<file path="config.mk">
export PLATFORM = sky130hd
export DESIGN_NAME = mem_access_unit
export DESIGN_NICKNAME = d
export VERILOG_FILES = /design/src/rtl/mem_access_unit.sv
export SDC_FILE = /design/constraint.sdc
export NUM_CORES = 1
export LEC_CHECK = 0
export CORE_ASPECT_RATIO = 0.75
export CORE_MARGIN = 10
export CORE_UTILIZATION = 46
export DETAILED_ROUTE_END_ITERATION = 16
export PLACE_DENSITY = 0.86
export SLEW_MARGIN = 20
export SYNTH_ARGS = -nofsm -noshare
export SYNTH_HDL_FRONTEND = slang
export SYNTH_SLANG_ARGS = --single-unit
</file>
<file path="constraint.sdc">
create_clock -name CLK -period 4.7 [get_ports CLK]
set_clock_uncertainty 0.15 [all_clocks]
set_input_delay 0.47 -clock CLK [delete_from_list [all_inputs] [get_ports CLK]]
set_output_delay 0.47 -clock CLK [all_outputs]
set_load 0.02 [all_outputs]
</file>
<file path="src/rtl/mem_access_unit.sv">
// Data-memory initiator: turns CPU byte/half/word loads and stores into
// word-indexed req/ack transactions with byte enables, stalling the CPU meanwhile.
module mem_access_unit #(
  parameter int ADDR_W  = 6,
  parameter int TIMEOUT = 15
) (
  input  logic              CLK,
  input  logic              RST,
  input  logic              ex_valid,
  input  logic              ex_rw,
  input  logic [1:0]        ex_size,
  input  logic              ex_signed,
  input  logic [31:0]       ex_addr,
  input  logic [31:0]       ex_wdata,
  output logic              stall,
  output logic              ld_valid,
  output logic [31:0]       ld_data,
  output logic              misalign,
  output logic              bus_err,
  output logic              mem_req,
  output logic              mem_we,
  output logic [ADDR_W-1:0] mem_addr,
  output logic [3:0]        mem_be,
  output logic [31:0]       mem_wdata,
  input  logic              mem_ack,
  input  logic [31:0]       mem_rdata,
  output logic              dbgState
);

  localparam int CNT_W = $clog2(TIMEOUT + 1);

  typedef enum logic {IDLE = 1'b0, REQ = 1'b1} state_t;

  state_t             state;
  logic [CNT_W-1:0]   cnt;
  logic [1:0]         latSize;
  logic [1:0]         latLane;
  logic               latSigned;

  logic               illegal;
  logic               timeoutHit;
  logic [3:0]         beNext;
  logic [31:0]        wdataNext;
  logic [7:0]         byteSel;
  logic [15:0]        halfSel;
  logic [31:0]        loadData;
  logic               unusedAddrBits;

  assign unusedAddrBits = ^ex_addr[31:ADDR_W+2];
  assign dbgState       = (state == REQ);

  assign illegal = (ex_size == 2'b11) ||
                   (ex_size == 2'b01 && ex_addr[0]) ||
                   (ex_size == 2'b10 && ex_addr[1:0] != 2'b00);

  assign timeoutHit = (cnt == CNT_W'(TIMEOUT - 1)) && !mem_ack;

  // Handshake: mem_req stays high from accept until the cycle mem_ack is seen
  // (or the timeout fires); stall releases the CPU in exactly that cycle.
  always_comb begin
    stall = 1'b0;
    if (RST) begin
      if (state == REQ) stall = !(mem_ack || timeoutHit);
      else              stall = ex_valid && !illegal;
    end
  end

  always_comb begin
    beNext    = 4'b1111;
    wdataNext = ex_wdata;
    case (ex_size)
      2'b00: begin
        beNext    = 4'b0001 << ex_addr[1:0];
        wdataNext = {4{ex_wdata[7:0]}};
      end
      2'b01: begin
        beNext    = 4'b0011 << {ex_addr[1], 1'b0};
        wdataNext = {2{ex_wdata[15:0]}};
      end
      default: ;
    endcase
  end

  always_comb begin
    byteSel  = mem_rdata[{latLane, 3'b000} +: 8];
    halfSel  = latLane[1] ? mem_rdata[31:16] : mem_rdata[15:0];
    loadData = mem_rdata;
    case (latSize)
      2'b00:   loadData = {{24{latSigned & byteSel[7]}}, byteSel};
      2'b01:   loadData = {{16{latSigned & halfSel[15]}}, halfSel};
      default: ;
    endcase
  end

  always_ff @(posedge CLK or negedge RST) begin
    if (!RST) begin
      state     <= IDLE;
      cnt       <= '0;
      latSize   <= 2'b00;
      latLane   <= 2'b00;
      latSigned <= 1'b0;
      ld_valid  <= 1'b0;
      ld_data   <= '0;
      misalign  <= 1'b0;
      bus_err   <= 1'b0;
      mem_req   <= 1'b0;
      mem_we    <= 1'b0;
      mem_addr  <= '0;
      mem_be    <= '0;
      mem_wdata <= '0;
    end else begin
      ld_valid <= 1'b0;
      misalign <= 1'b0;
      bus_err  <= 1'b0;
      case (state)
        IDLE: begin
          if (ex_valid) begin
            if (illegal) begin
              misalign <= 1'b1;
            end else begin
              mem_req   <= 1'b1;
              mem_we    <= ex_rw;
              mem_addr  <= ex_addr[ADDR_W+1:2];
              mem_be    <= beNext;
              mem_wdata <= wdataNext;
              latSize   <= ex_size;
              latLane   <= ex_addr[1:0];
              latSigned <= ex_signed;
              cnt       <= '0;
              state     <= REQ;
            end
          end
        end
        REQ: begin
          if (mem_ack) begin
            mem_req <= 1'b0;
            state   <= IDLE;
            if (!mem_we) begin
              ld_valid <= 1'b1;
              ld_data  <= loadData;
            end
          end else if (timeoutHit) begin
            mem_req <= 1'b0;
            bus_err <= 1'b1;
            state   <= IDLE;
          end else begin
            cnt <= cnt + 1'b1;
          end
        end
        default: state <= IDLE;
      endcase
    end
  end

endmodule

</file>
==> results of run 1 <==
cells in the mapped netlist:
master | instances | area (sq um)
a2bb2oi_1 | 1 | 8.76
nor4_1 | 1 | 6.26
or3b_2 | 1 | 8.76
o21ai_1 | 2 | 10.0
nor2_1 | 28 | 105
inv_1 | 7 | 26.3
buf_2 | 11 | 55.1
nor3b_1 | 2 | 15.0
o311ai_2 | 1 | 16.3
nor3_1 | 4 | 20.0
buf_6 | 4 | 45.0
nor2b_1 | 4 | 25.0
a221oi_1 | 6 | 52.6
nor2_4 | 1 | 11.3
o21bai_1 | 1 | 7.51
mux2_2 | 3 | 33.8
mux2_4 | 16 | 240
nand3_1 | 35 | 175
nand2_1 | 65 | 244
o211ai_1 | 7 | 52.6
nand3b_1 | 3 | 22.5
clkbuf_1 | 16 | 60.1
nand2b_1 | 5 | 31.3
a2111oi_0 | 2 | 17.5
or2_2 | 2 | 12.5
nand4_1 | 2 | 12.5
o21ai_0 | 38 | 190
and2_1 | 1 | 6.26
o22ai_1 | 1 | 6.26
mux2i_1 | 35 | 350
ha_1 | 2 | 25.0
a21oi_1 | 25 | 125
dfrtp_1 | 89 | 2230
cells by family (layout without fill, tap and decap cells):
logic type | after synthesis | in the layout | share of synthesized area
AO/OA/AOI/OAI | 84 | 84 | 0.115
multiplexers | 54 | 54 | 0.147
adder cells (fa/ha/maj) | 2 | 2 | 0.00589
AND/OR/NAND/NOR | 154 | 154 | 0.164
buffers and inverters | 38 | 186 | 0.0439
flip-flops | 89 | 89 | 0.525
layout make-up:
class | instances | area [sq um] | area share
clock buffer | 12 | 246 | 0.0399
clock inverter | 3 | 65.1 | 0.0105
inverter | 7 | 26.3 | 0.00425
multi-input combinational | 294 | 1850 | 0.299
sequential | 89 | 2230 | 0.360
tap | 112 | 140 | 0.0227
timing repair buffer | 164 | 1630 | 0.264
worst register-to-register path, stage by stage, from the launching register on:
cell and delay [ns]:
dfrtp_1 0.79, or2_2 0.22, o22ai_1 0.13, o21ai_2 0.62
nand3_1 0.19
state kept, by name (all words and copies together), names as in the netlist, 2 cells and up:
name       flops
mem_wdata     32
latSize        2
mem_be         4
cnt            4
latLane        2
ld_data       32
mem_addr       6
metrics by stage:
stage          hold WS, ns  setup slack (ns)
5_1_grt             0.0292              1.15
4_1_cts             0.0175              1.26
6_report          -0.00764              1.26
2_1_floorplan       0.0244              2.51
3_5_place_dp         0.316              1.28
3_3_place_gp         0.312              1.31
path summary, 6_finish.rpt:
path / to / slack (ns) / cells past startpoint
max: stall / 1.26 / 6
max in group asynchronous: mem_wdata[29] / 3.39 / 2
max reg2reg: ld_data[28] / 2.44 / 4
min: ld_data[24] / -0.008 / 1
min reg2reg: mem_wdata[29] / 0.33 / 2
min in group CLK: mem_wdata[29] / 0.33 / 2
routing by layer:
metal  global-route usage  vias to the layer above  share of wire
li1                     -                     1752              -
met1                0.220                     1717           0.40
met2                0.305                      158           0.47
met3               0.0881                       27           0.11
met4               0.0563                        0          0.020
met5                    0                        -              0
power breakdown:
part / internal, mW / switching [mW] / total (mW)
combinational: 0.677 / 0.699 / 1.38
sequential: 1.02 / 0.183 / 1.21
clock: 0.477 / 0.287 / 0.764
total: 2.18 / 1.17 / 3.35
==> out/metrics.cfg, run 1 <==
[outcome]
status = complete, but fails checks
violations = hold timing

[clock_network]
postCtsSetupRepairBufs = 0
cts_tree = yes
htree_num_levels = 3
holdBufCountCts = 0
clock_latency_ns = 0.34
cts_buffers = 9
clockRootBuffer = clkbuf_16
cts_resized = 0
cts.clk_slew.worst_paths_ns = 0.06
cts_sinks = 89
clock_path_buffers = 2

[sta]
final_hold_viol_count = 10
relSlewSlack = 0.329
clock.fmax_ghz = 0.291
worst_slew_pin_slew_ns = 1.01
setup_tns_ns = 0
post-route-period-util = 0.732
hold_ws_ns = -0.00764
rsz0062_at_grt = false
finalMaxSlewViolations = 0
setup-violations-final = 0
fin_crit_ns = 3.44

[grt]
grt_overflow_total = 0
antenna_found_initial = 0
grt_pass1_wl_um = 19800
track_usage = 0.189
grt_max_degree = 83
grt_pass1_vias = 3672

[worst_setup_path]
rr_startpoint = latLane[1]
critPathLaunch = ex_size[0]
critPathSlowestCell = clkdlybuf4s50_1
path_cells = clkdlybuf4s50_1, nor2_4, o311ai_4, nand2_1, and2_1, clkdlybuf4s50_1
worst_setup_path_start_kind = input port
cpMostUsedCell = clkdlybuf4s50_1
crit_buf_inv = 2
cp-end-kind = output pin
cpPeakStageDelay_ns = 0.82
cp.arrival_ns = 2.82
critical-path-top-delay-family = buffers and inverters
worstPathRequired_ns = 4.08
setup.worst_path.class = in2out
critPathMaxFanout = 13

[die]
dieArea_sq_mm = 0.0135
die_w_um = 131
row_count = 30
die_y_um = 103
io-pin-count = 185
core_area_sq_mm = 0.00901
start_util = 0.471

[placed_design]
placed_area_sq_mm = 0.00586
gp_congestion = 0.887
hpwl_um = 9600
place_inst = 666
port_buffers = 160

[routing]
viasPerCell = 5.37
vias = 3654
drtIter0Drc = 319
drc = 0
ant_nets = 0
routed_wl_um = 12700
dr.pass1.iters = 5
wire_per_inst_um = 18.6

[yosys]
synthDistinctLibCells = 33
syn_inst = 421
syn-cell-area_sq_mm = 0.00425
yosys_warnings = 0
syn_avg_cell_area_sq_um = 10.1
synthesis.nets = 527
seq_area_frac_synth = 0.525
synth_seq_cells = 89

[power]
irDropWorstVdd_mv = 0.379
p_leak_nw = 2.76
power_mw = 3.35
p_per_area_mw_per_mm2 = 541

[final_layout]
fin_util = 0.686
design_area_sq_mm = 0.00618
diodes = 0
fillers = 700
drive_gt1_frac = 0.0756
instances_no_fill = 681
area_growth_pct = 45.6
fin_nets = 671
layout_common_cells = 159 x clkdlybuf4s50_1, 89 x dfrtp_1, 65 x nand2_1
mostFrequentLayoutCell = clkdlybuf4s50_1

[min_path]
holdCritPathClass = in2async

[flow_run]
drv_cap = 0

No activity file was read; power rests on OpenSTA's default activity.
==> run 2, diff against run 1 <==
--- a/config.mk
+++ b/config.mk
@@ -7,9 +7,9 @@
 export LEC_CHECK = 0
 export CORE_ASPECT_RATIO = 0.75
 export CORE_MARGIN = 10
-export CORE_UTILIZATION = 46
+export CORE_UTILIZATION = 38
 export DETAILED_ROUTE_END_ITERATION = 16
-export PLACE_DENSITY = 0.86
+export PLACE_DENSITY = 0.76
 export SLEW_MARGIN = 20
 export SYNTH_ARGS = -nofsm -noshare
 export SYNTH_HDL_FRONTEND = slang
==> constraint.sdc (replaced) <==
create_clock -name CLK -period 3.1 [get_ports CLK]
set_clock_uncertainty 0.15 [all_clocks]
set_input_delay 0.31 -clock CLK [delete_from_list [all_inputs] [get_ports CLK]]
set_output_delay 0.31 -clock CLK [all_outputs]
set_load 0.02 [all_outputs]
==> run 2 against run 1 <==
  * The flow now finishes without violations
  * Sequential cell count stayed put
  * Sequential share of layout area fell by 0.33 points
  * Sequential power is 51% higher
  * Cell count grew 5.0%
  * Critical path depth is the same
  * Power rose by 48%
  * Worst setup slack worse by 0.80 ns
  * Global-route usage down 2.9 points
  * Design area is 0.91% higher
  * Clock power up 39%
  * Die area is 17% higher
  * Wire length grew 2.9%
  * Critical path type unchanged
  * Largest power group unchanged
==> out/metrics.cfg, run 2 (same netlist as run 1, synthesis figures left out) <==
[worst_setup_path]
worstPathRequired_ns = 2.64  ; -1.44 ns
crit_end = stall
reg2regPathDepth = 4  ; unchanged
rr_startpoint = latLane[1]
worst_setup_path_start_kind = input port
r2r-end = ld_data[19]
cp-end-kind = output pin
cp.arrival_ns = 2.18  ; -0.64 ns
critPathMaxFanout = 3  ; -10
critPathLaunch = ex_size[0]
setup.worst_path.class = in2out
rrSetupSlack_ns = 0.83  ; -1.61 ns

[sta]
relSlewSlack = 0.341  ; +0.0122
post-route-period-util = 0.852
final_hold_viol_count = 0  ; -10
worst_slew_pin_slew_ns = 0.989  ; -0.0183 ns
hold_ws_ns = 0.331  ; +0.339 ns
clock.fmax_ghz = 0.379
fin_crit_ns = 2.64
finalMaxSlewViolations = 0  ; unchanged
setup_tns_ns = 0  ; unchanged
rsz0062_at_grt = false
setup-violations-final = 0  ; unchanged

[final_layout]
fin_nets = 676  ; +0.75%
instances_no_fill = 715  ; +5.0%
drive_gt1_frac = 0.0870  ; +0.0114
diodes = 0  ; unchanged
reg.largest.list = ld_data (32), mem_wdata (32), mem_addr (6)
mostFrequentLayoutCell = clkdlybuf4s50_1
layout_common_cells = 159 x clkdlybuf4s50_1, 89 x dfrtp_1, 65 x nand2_1
fillers = 914  ; +31%
area_growth_pct = 46.9

[routing]
wire_per_inst_um = 18.3  ; -2.0%
dr.pass1.iters = 5  ; unchanged
drc = 0  ; unchanged
drtIter0Drc = 240  ; -25%
viasPerCell = 5.06  ; -5.7%
routed_wl_um = 13100  ; +2.9%
ant_nets = 0  ; unchanged
vias = 3618  ; -0.99%

[clock_network]
cts.clk_slew.worst_paths_ns = 0.07  ; about the same
cts_sinks = 89  ; unchanged
cts_resized = 0  ; unchanged
postCtsSetupRepairBufs = 0  ; unchanged
clock_path_buffers = 2  ; unchanged
htree_num_levels = 3  ; unchanged
clockRootBuffer = clkbuf_16
cts_tree = yes
holdBufCountCts = 1  ; +1
clock_latency_ns = 0.34  ; about the same
cts_buffers = 9  ; unchanged

[power]
p_leak_nw = 2.76  ; +0.16%
irDropWorstVdd_mv = 0.288  ; -24%
p_per_area_mw_per_mm2 = 796  ; +47%
power_mw = 4.96  ; +48%

[flow_run]
drv_cap = 0  ; unchanged

[die]
io-pin-count = 185  ; unchanged
start_util = 0.388  ; -0.0833
dieArea_sq_mm = 0.0158  ; +17%
die_y_um = 112  ; +8.1%
core_area_sq_mm = 0.0109  ; +21%
die_w_um = 142  ; +8.5%
row_count = 33  ; +10%

[grt]
grt_pass1_vias = 3703  ; +0.84%
track_usage = 0.159  ; -0.0293
grt_max_degree = 83  ; unchanged
grt_use_met1 = 0.186  ; -0.0342
antenna_found_initial = 0  ; unchanged
gr-usage-met3 = 0.0803  ; -0.00788
use_met2 = 0.256  ; -0.0490
grt_overflow_total = 0  ; unchanged
grt-busiest-layer = met2
grt_pass1_wl_um = 20300  ; +2.9%

[placed_design]
place_inst = 698  ; +4.8%
gp_congestion = 0.847  ; -4.5%
hpwl_um = 9830  ; +2.4%
port_buffers = 160  ; unchanged

[min_path]
worstHoldPathCells = 2
holdCritPathClass = reg2reg

[outcome]
status = finished clean

[run 2: cell count changes in the layout (fill, tap and decap cells not counted), moves of 2 or more]
cell / previous run / this run
buf_4: 5 / 9
bufinv_16: 2 / 0
clkbuf_1: 2 / 0
clkinv_4: 0 / 2
clkinvlp_4: 0 / 3
[run 2: per-layer routing]
| layer | up-vias | share of wire |
|---|---|---|
| li1 | 1760 | - |
| met1 | 1726 | 0.41 |
| met2 | 116 | 0.48 |
| met3 | 16 | 0.10 |
| met4 | 0 | 0.0094 |
| met5 | - | 0 |
[run 2: how the worst min path moves through the flow]
stage	from	end	slack [ns]
after floorplan	RST	bus_err	-0.14
after global placement	mem_wdata[14]	mem_wdata[14]	0.31
after detailed placement	ld_data[5]	ld_data[5]	0.32
after CTS	mem_wdata[27]	mem_wdata[27]	0.33
after global routing	mem_wdata[13]	mem_wdata[13]	0.35
final	ld_data[5]	ld_data[5]	0.33
[run 2: cell type report]
class | count | area, sq um | area share
Clock inverter | 5 | 40.0 | 0.00642
Timing Repair Buffer | 169 | 1670 | 0.268
Multi-Input combinational cell | 294 | 1850 | 0.296
Sequential cell | 89 | 2230 | 0.357
Clock buffer | 11 | 253 | 0.0405
Inverter | 7 | 26.3 | 0.00421
Tap cell | 140 | 175 | 0.0281
[run 2: stage by stage]
| step | instance area (sq um) | setup slack [ns] | util |
|---|---|---|---|
| final | 6240 | 0.458 | 0.570 |
| after global routing | 6240 | 0.335 | 0.570 |
| after CTS | 6230 | 0.436 | 0.570 |
| after detailed placement | 5930 | 0.364 | 0.542 |
| after global placement | 5930 | 0.421 | 0.542 |
| after floorplan | 4250 | 1.23 | - |
[run 2: where the power goes]
group	total [mW]	switching [mW]	internal (mW)
clock	1.06	0.466	0.590
combinational	2.07	1.04	1.03
sequential	1.83	0.282	1.55
[run 2: critical path, cell delays in order]
cell             delay [ns]
clkdlybuf4s50_1        0.48
nor3_1                 0.43
o311ai_4               0.14
nand2_1                0.10
and2_1                 0.12
clkdlybuf4s50_1        0.61
==> run 3, diff against run 2 <==
--- a/config.mk
+++ b/config.mk
@@ -14,3 +14,4 @@
 export SYNTH_ARGS = -nofsm -noshare
 export SYNTH_HDL_FRONTEND = slang
 export SYNTH_SLANG_ARGS = --single-unit
+export TNS_END_PERCENT = 50
==> results of run 3 <==
Final layout, timing and power as in run 2 (identical DEF).
